File: config.mk
export PLATFORM = sky130hd
export DESIGN_NAME = rs_multi
export DESIGN_NICKNAME = d
export VERILOG_FILES = /design/src/rtl/rs_multi.sv
export SDC_FILE = /design/constraint.sdc
export NUM_CORES = 2
export LEC_CHECK = 0
export CAP_MARGIN = 10
export CELL_PAD_IN_SITES_DETAIL_PLACEMENT = 1
export CELL_PAD_IN_SITES_GLOBAL_PLACEMENT = 2
export CORE_MARGIN = 2
export CORE_UTILIZATION = 25
export DETAILED_ROUTE_END_ITERATION = 12
export DONT_BUFFER_PORTS = 1
export GPL_TIMING_DRIVEN = 0
export PLACE_DENSITY_LB_ADDON = 0.08
export REMOVE_ABC_BUFFERS = 1
export SYNTH_ARGS = -nofsm -noshare
export SYNTH_HDL_FRONTEND = slang
export SYNTH_SLANG_ARGS = --single-unit
File: constraint.sdc
create_clock -name clk -period 3.64 [get_ports clk]
set_input_delay 0.728 -clock clk [delete_from_list [all_inputs] [get_ports clk]]
set_output_delay 0.728 -clock clk [all_outputs]
set_load 0.02 [all_outputs]
File: src/rtl/rs_multi.sv
// rs_multi: multi-entry reservation station between decode/rename and one
// execution unit.
//
// Holds DEPTH renamed instructions. Source operands come from the register
// file at dispatch, or later from NUM_WB wakeup/forward channels. Each cycle
// the oldest entry with both operands ready moves into a registered issue
// stage that ex can stall.
//
// Handshakes:
//   dispatch : a transfer happens on a rising edge where valid_id2rs=1,
//              full_rs2id=0 and flush_rob2rs=0. While full_rs2id=1, id must
//              hold its instruction, because a request into a full station
//              is dropped.
//   issue    : valid_rs2ex=1 presents one instruction to ex. When
//              stop_ex2rs=1, every issue output stays bit-stable and no
//              entry is released.
//
// Ports:
//   clk, res_n                      clock, asynchronous active-low reset
//   flush_rob2rs                    drop all entries and the issue register
//   opcode/funct3/imm_id2rs         decoded fields; valid_id2rs request
//   full_rs2id, count_rs2id         occupancy back to id
//   rs1/rs2/rd_rat2rs, tag_rob2rs   renamed tags and ROB tag
//   rs1/rs2_rf2rs (+ valid)         register file operand values
//   result/rd/valid_wb2rs           NUM_WB wakeup channels, packed by channel
//   stop_ex2rs                      ex stall
//   *_rs2ex, valid_rs2ex            registered issue stage
module rs_multi #(
    parameter int DEPTH  = 4,
    parameter int NUM_WB = 4,
    parameter int XLEN   = 64,
    parameter int PTAG_W = 6,
    parameter int ROB_W  = 6
) (
    input  logic                     clk,
    input  logic                     res_n,
    input  logic                     flush_rob2rs,
    input  logic [6:0]               opcode_id2rs,
    input  logic [2:0]               funct3_id2rs,
    input  logic [11:0]              imm_id2rs,
    input  logic                     valid_id2rs,
    output logic                     full_rs2id,
    output logic [$clog2(DEPTH):0]   count_rs2id,
    input  logic [PTAG_W-1:0]        rs1_rat2rs,
    input  logic [PTAG_W-1:0]        rs2_rat2rs,
    input  logic [PTAG_W-1:0]        rd_rat2rs,
    input  logic [ROB_W-1:0]         tag_rob2rs,
    input  logic [XLEN-1:0]          rs1_rf2rs,
    input  logic                     valid_rs1_rf2rs,
    input  logic [XLEN-1:0]          rs2_rf2rs,
    input  logic                     valid_rs2_rf2rs,
    input  logic [NUM_WB*XLEN-1:0]   result_wb2rs,
    input  logic [NUM_WB*PTAG_W-1:0] rd_wb2rs,
    input  logic [NUM_WB-1:0]        valid_wb2rs,
    input  logic                     stop_ex2rs,
    output logic [6:0]               opcode_rs2ex,
    output logic [2:0]               funct3_rs2ex,
    output logic [ROB_W-1:0]         tag_rs2ex,
    output logic [XLEN-1:0]          rs1_rs2ex,
    output logic [XLEN-1:0]          rs2_rs2ex,
    output logic [PTAG_W-1:0]        rd_rs2ex,
    output logic [11:0]              imm_rs2ex,
    output logic                     valid_rs2ex
);

    localparam int CNT_W = $clog2(DEPTH) + 1;
    localparam int IDX_W = $clog2(DEPTH);

    // Entry storage
    logic [DEPTH-1:0]  ent_valid;
    logic [DEPTH-1:0]  src1_rdy;
    logic [DEPTH-1:0]  src2_rdy;
    logic [6:0]        ent_opcode [DEPTH];
    logic [2:0]        ent_funct3 [DEPTH];
    logic [11:0]       ent_imm    [DEPTH];
    logic [PTAG_W-1:0] ent_rd     [DEPTH];
    logic [ROB_W-1:0]  ent_tag    [DEPTH];
    logic [PTAG_W-1:0] src1_tag   [DEPTH];
    logic [PTAG_W-1:0] src2_tag   [DEPTH];
    logic [XLEN-1:0]   src1_val   [DEPTH];
    logic [XLEN-1:0]   src2_val   [DEPTH];
    // Age matrix: older[i][j] = 1 means entry i was accepted before entry j.
    // Rows of invalid entries may hold stale bits. That is harmless because
    // only ready entries, which are always valid, take part in selection.
    logic [DEPTH-1:0]  older      [DEPTH];

    // Wakeup lookup: {hit, value} for the lowest-index valid channel whose
    // tag matches. The loop runs downwards so the lowest index wins.
    function automatic logic [XLEN:0] wb_lookup(input logic [PTAG_W-1:0] t);
        logic [XLEN:0] r;
        r = '0;
        for (int c = NUM_WB - 1; c >= 0; c--) begin
            if (valid_wb2rs[c] && (rd_wb2rs[c*PTAG_W +: PTAG_W] == t))
                r = {1'b1, result_wb2rs[c*XLEN +: XLEN]};
        end
        return r;
    endfunction

    logic [XLEN:0]     wake1 [DEPTH];
    logic [XLEN:0]     wake2 [DEPTH];
    logic [XLEN:0]     byp1;
    logic [XLEN:0]     byp2;
    logic              disp_r1;
    logic              disp_r2;
    logic [XLEN-1:0]   disp_v1;
    logic [XLEN-1:0]   disp_v2;
    logic [IDX_W-1:0]  free_idx;
    logic [IDX_W-1:0]  sel_idx;
    logic              sel_found;
    logic              blocked;
    logic [DEPTH-1:0]  ent_ready;
    logic              disp_acc;
    logic              issue_fire;

    assign full_rs2id = (count_rs2id == CNT_W'(DEPTH));
    assign disp_acc   = valid_id2rs && !full_rs2id && !flush_rob2rs;
    assign issue_fire = sel_found && !stop_ex2rs && !flush_rob2rs;

    always_comb begin
        free_idx  = '0;
        sel_idx   = '0;
        sel_found = 1'b0;
        blocked   = 1'b0;
        ent_ready = ent_valid & src1_rdy & src2_rdy;

        // Lowest-index free slot. A free slot always exists when not full.
        for (int i = DEPTH - 1; i >= 0; i--) begin
            if (!ent_valid[i])
                free_idx = IDX_W'(i);
        end

        // Oldest ready entry: no other ready entry is older than it.
        for (int i = 0; i < DEPTH; i++) begin
            blocked = 1'b0;
            for (int j = 0; j < DEPTH; j++) begin
                if (j != i && ent_ready[j] && older[j][i])
                    blocked = 1'b1;
            end
            if (ent_ready[i] && !blocked) begin
                sel_found = 1'b1;
                sel_idx   = IDX_W'(i);
            end
        end

        for (int i = 0; i < DEPTH; i++) begin
            wake1[i] = wb_lookup(src1_tag[i]);
            wake2[i] = wb_lookup(src2_tag[i]);
        end

        // Dispatch capture priority: RF value, then same-cycle bypass, then wait.
        byp1    = wb_lookup(rs1_rat2rs);
        byp2    = wb_lookup(rs2_rat2rs);
        disp_r1 = valid_rs1_rf2rs || byp1[XLEN];
        disp_r2 = valid_rs2_rf2rs || byp2[XLEN];
        disp_v1 = valid_rs1_rf2rs ? rs1_rf2rs : byp1[XLEN-1:0];
        disp_v2 = valid_rs2_rf2rs ? rs2_rf2rs : byp2[XLEN-1:0];
    end

    always_ff @(posedge clk or negedge res_n) begin
        if (!res_n) begin
            ent_valid    <= '0;
            src1_rdy     <= '0;
            src2_rdy     <= '0;
            for (int i = 0; i < DEPTH; i++) begin
                ent_opcode[i] <= '0;
                ent_funct3[i] <= '0;
                ent_imm[i]    <= '0;
                ent_rd[i]     <= '0;
                ent_tag[i]    <= '0;
                src1_tag[i]   <= '0;
                src2_tag[i]   <= '0;
                src1_val[i]   <= '0;
                src2_val[i]   <= '0;
                older[i]      <= '0;
            end
            count_rs2id  <= '0;
            opcode_rs2ex <= '0;
            funct3_rs2ex <= '0;
            tag_rs2ex    <= '0;
            rs1_rs2ex    <= '0;
            rs2_rs2ex    <= '0;
            rd_rs2ex     <= '0;
            imm_rs2ex    <= '0;
            valid_rs2ex  <= 1'b0;
        end else if (flush_rob2rs) begin
            // Flush wins over the stall. Payload registers keep their old
            // contents; only valids and occupancy matter.
            ent_valid   <= '0;
            count_rs2id <= '0;
            valid_rs2ex <= 1'b0;
        end else begin
            // Wakeup of waiting sources in occupied entries
            for (int i = 0; i < DEPTH; i++) begin
                if (ent_valid[i] && !src1_rdy[i] && wake1[i][XLEN]) begin
                    src1_rdy[i] <= 1'b1;
                    src1_val[i] <= wake1[i][XLEN-1:0];
                end
                if (ent_valid[i] && !src2_rdy[i] && wake2[i][XLEN]) begin
                    src2_rdy[i] <= 1'b1;
                    src2_val[i] <= wake2[i][XLEN-1:0];
                end
            end

            // Issue stage
            if (!stop_ex2rs) begin
                valid_rs2ex <= sel_found;
                if (sel_found) begin
                    opcode_rs2ex <= ent_opcode[sel_idx];
                    funct3_rs2ex <= ent_funct3[sel_idx];
                    tag_rs2ex    <= ent_tag[sel_idx];
                    rs1_rs2ex    <= src1_val[sel_idx];
                    rs2_rs2ex    <= src2_val[sel_idx];
                    rd_rs2ex     <= ent_rd[sel_idx];
                    imm_rs2ex    <= ent_imm[sel_idx];
                    ent_valid[sel_idx] <= 1'b0;
                end
            end

            // Dispatch into the free slot. The slot was invalid, so the
            // wakeup and issue writes above never touch it.
            if (disp_acc) begin
                ent_valid[free_idx]  <= 1'b1;
                ent_opcode[free_idx] <= opcode_id2rs;
                ent_funct3[free_idx] <= funct3_id2rs;
                ent_imm[free_idx]    <= imm_id2rs;
                ent_rd[free_idx]     <= rd_rat2rs;
                ent_tag[free_idx]    <= tag_rob2rs;
                src1_tag[free_idx]   <= rs1_rat2rs;
                src2_tag[free_idx]   <= rs2_rat2rs;
                src1_rdy[free_idx]   <= disp_r1;
                src2_rdy[free_idx]   <= disp_r2;
                src1_val[free_idx]   <= disp_v1;
                src2_val[free_idx]   <= disp_v2;
                // The new entry is younger than every entry already present.
                older[free_idx]      <= '0;
                for (int j = 0; j < DEPTH; j++) begin
                    if (j != int'(free_idx))
                        older[j][free_idx] <= ent_valid[j];
                end
            end

            count_rs2id <= count_rs2id + CNT_W'(disp_acc) - CNT_W'(issue_fire);
        end
    end

endmodule
==> summary.txt <==
Pwr
  • Clock share of power: 0.316
  • Int Pwr: 26.8 mW
  • Sw Pwr: 16.9 mW
  • Maximum VDD drop: 0.000466 V
  • Pwr per Cell Area: 558 nW/um^2
  • Leak: 30.3 nW
  • Comb pwr share: 0.275
  • Sequential share of power: 0.410
  • Sw frac: 0.387

Clock network
  • Worst-path clk slew: 60 ps
  • H-tree depth: 4
  • CTS tree: done
  • Worst skew pair latency: 830 ps
  • CTS Root Cell: clkbuf_16
  • Clock Sink Count: 886
  • CTS buffer count: 135
  • Max Buffers Root-to-Sink: 3

Setup path
  • CP Capture Type: register
  • Crit path kind: register to register
  • Worst EP required: 4390 ps
  • Crit start category: register
  • Crit path arrival time: 4410 ps
  • Critical Path Fanout Max: 21

Yosys
  • Synth Flop Type: dfrtp_1
  • Post-synth EDFFs: 0
  • Cell taking the most area after synthesis: dfrtp_1
  • Synthesized area: 63300 um^2
  • Top cells by count, synth: 1656 x nand2_1, 886 x dfrtp_1, 861 x clkbuf_1
  • Mux contribution to synthesized area: 0.0248
  • Post-Syn Area per Cell: 7.73 um^2
  • Warnings, synthesis: 0
  • Adder-cell share of the synthesized area: 0.000711
  • Number of synthesized register bits: 886
  • Sequential fraction of the synthesis area: 0.350
  • Largest family of logic cells by synthesized area: compound AO/OA/AOI/OAI gates
  • Ys async rst share: 1.00
  • Ranking of synthesized cells by area: dfrtp_1 35%, nand2_1 9.8%, o211ai_1 5.3%
  • Cells after synthesis: 8191
  • Count of cell types in the netlist: 88
  • Synth top area share: 0.350
  • Post-synthesis simple-gate area fraction: 0.210
  • XOR/XNOR Fraction of Synth Area: 0.0335
  • Top-count cell post-synth: nand2_1
  • Synth Area in Compound Gates: 0.307

STA
  • Top achievable clock speed: 274 MHz
  • Final Setup Violations: 1
  • Clock Skews: 36.3 ps
  • Hold violation total from the final report: 0
  • Setup TNS: -11.7 ps
  • Max Slew Vio Count: 0
  • Period utilization: 1.00
  • Crit path time final: 3650 ps
  • Unrepaired setup endpoints after global routing: no
  • Worst Tran Pin Value: 1300 ps
  • Relative slew slack: 0.134
  • Final WS setup: -11.7 ps

Global routing
  • Pin count of the biggest net entering global routing: 887
  • Vias in the first global route: 72.0k
  • GRT Util Overall: 0.350
  • Initial antenna violation count: 45
  • Overflow after GRT: 0
  • Global-route wire length before repair: 635000 um

Detailed routing
  • Routed vias: 72.0k
  • Number of vias per cell: 6.34
  • Drt pass-1 iters: 8
  • Antenna viol nets, final: 0
  • Residual DRC count: 0
  • Routed len/inst: 41.2 um
  • Total Wirelength: 468000 um
  • Iter 0 DRT Violations: 7946

Floorplanning
  • Die ar.: 257000 um^2
  • Initial Util: 0.252
  • Io pins: 632
  • Core area: 252000 um^2
  • Die height: 507 um
  • Die Wd: 507 um
  • Rows: 184

Cells and area
  • Area Overhead vs Synth: 23.5%
  • Final Non-Filler Cells: 11.3k
  • Layout Nets: 8334
  • Layout cell share with drive strength beyond 1: 0.135

Run
  • Max_cap viols: 0

Min path
  • Hold crit path type: input pin to register

Placement
  • GP Congestion: 0.804
  • Post-DP HPWL: 316000 um
  • PortBufs: 0
  • Placed instance count: 11.0k
  • Dpl ws: -1480 ps

Run status
  • Failing checks: negative setup slack
  • Status: finished with violations
path summary, 6_finish.rpt:
path	startpoint	end	slack, ps	cells after the start
worst max register to register	src2_tag[4]	src2_val[55]	-10	8
max in group asynchronous	res_n	src1_val[115]	1130	4
min in group asynchronous	res_n	src2_val[69]	120	2
worst min-delay path	rs1_rat2rs[1]	src1_tag[1]	50	2
worst min register to register	ent_funct3[1]	ent_funct3[1]	460	2
worst max-delay path	src2_tag[4]	src2_val[55]	-10	8
placed cells by master (no fill, tap or decap), drive strengths merged, types with 83 or more instances in the layout:
cell,count
o21ai,397
buf,575
mux2i,156
o211ai,444
a22oi,105
nand2,1657
dfrtp,886
nand3,218
nor2,586
a21oi,386
xor2,83
nor3,209
clkbuf,206
a31oi,254
nand4,101
xnor2,159
a221oi,319
a221o,263
and2,101
layout make-up:
| class | instances | area (um^2) |
|---|---|---|
| fill | 29100 | 173000 |
| multi-input combinational | 6148 | 37300 |
| sequential | 886 | 22200 |
| timing repair buffer | 627 | 9740 |
| tap | 3348 | 4190 |
| clock buffer | 204 | 3960 |
| clock inverter | 36 | 508 |
| inverter | 68 | 259 |
| antenna | 30 | 75.1 |
power by group through the flow:
stage | logic, mW | registers, mW | clock network (mW)
2_1_floorplan | 8.02 | 16.6 | 0
3_3_place_gp | 11.9 | 18.1 | 0
3_5_place_dp | 11.3 | 18.0 | 0
4_1_cts | 11.6 | 17.8 | 14.1
5_1_grt | 13.2 | 18.3 | 14.4
6_report | 12.0 | 17.9 | 13.8
metrics by stage:
| stage | hold WS, ps | utilization | power, mW | cell area (um^2) |
|---|---|---|---|---|
| 2_1_floorplan | 432 | - | 24.6 | 58900 |
| 3_3_place_gp | 450 | 0.251 | 30.0 | 63100 |
| 3_5_place_dp | 455 | 0.287 | 29.3 | 72300 |
| 4_1_cts | -405 | 0.309 | 43.5 | 77600 |
| 5_1_grt | 24.4 | 0.311 | 45.8 | 78200 |
| 6_report | 52.4 | 0.311 | 43.6 | 78200 |
cell families after synthesis:
group | count (synthesis)
AO/OA/AOI/OAI | 2648
XOR/XNOR | 242
adder cells (fa/ha/maj) | 3
buffers and inverters | 1166
flip-flops | 886
multiplexers | 157
AND/OR/NAND/NOR | 3089
flip-flops by register name, summed over array words and instances (netlist names), 4 cells and up:
register and flops:
ent_funct3 12, ent_imm 48, ent_opcode 28, ent_rd 24, ent_tag 24, ent_valid 4
imm_rs2ex 12, older 12, opcode_rs2ex 7, rd_rs2ex 6, rs1_rs2ex 64, rs2_rs2ex 64
src1_rdy 4, src1_tag 24, src1_val 256, src2_rdy 4, src2_tag 24, src2_val 256
tag_rs2ex 6
per-layer routing:
metal,GRT usage,share of wire,up-vias
li1,-,-,29400
met1,0.463,0.43,37500
met2,0.531,0.43,4030
met3,0.0945,0.090,1032
met4,0.159,0.049,24
met5,0,0.00035,-
timing repair:
| item | 4_1_cts | 5_1_grt |
|---|---|---|
| hold buffers | 47 | 6 |
| resized for setup | 26 | 14 |
| cloned | 9 | 1 |
| pin swaps | 19 | 10 |
| endpoints found under the setup margin | 440 | 231 |
| setup buffers | 25 | 22 |
| endpoints found under the hold margin | 1068 | 55 |
critical path, cell delays in order, from the launching register on:
cell,delay [ps]
dfrtp_1,580
xnor2_1,170
nand4_1,260
nor2_1,1040
a21oi_1,260
a31o_4,350
buf_16,220
a211oi_1,470
a221o_1,180
Power figures use the tool's default switching activity.
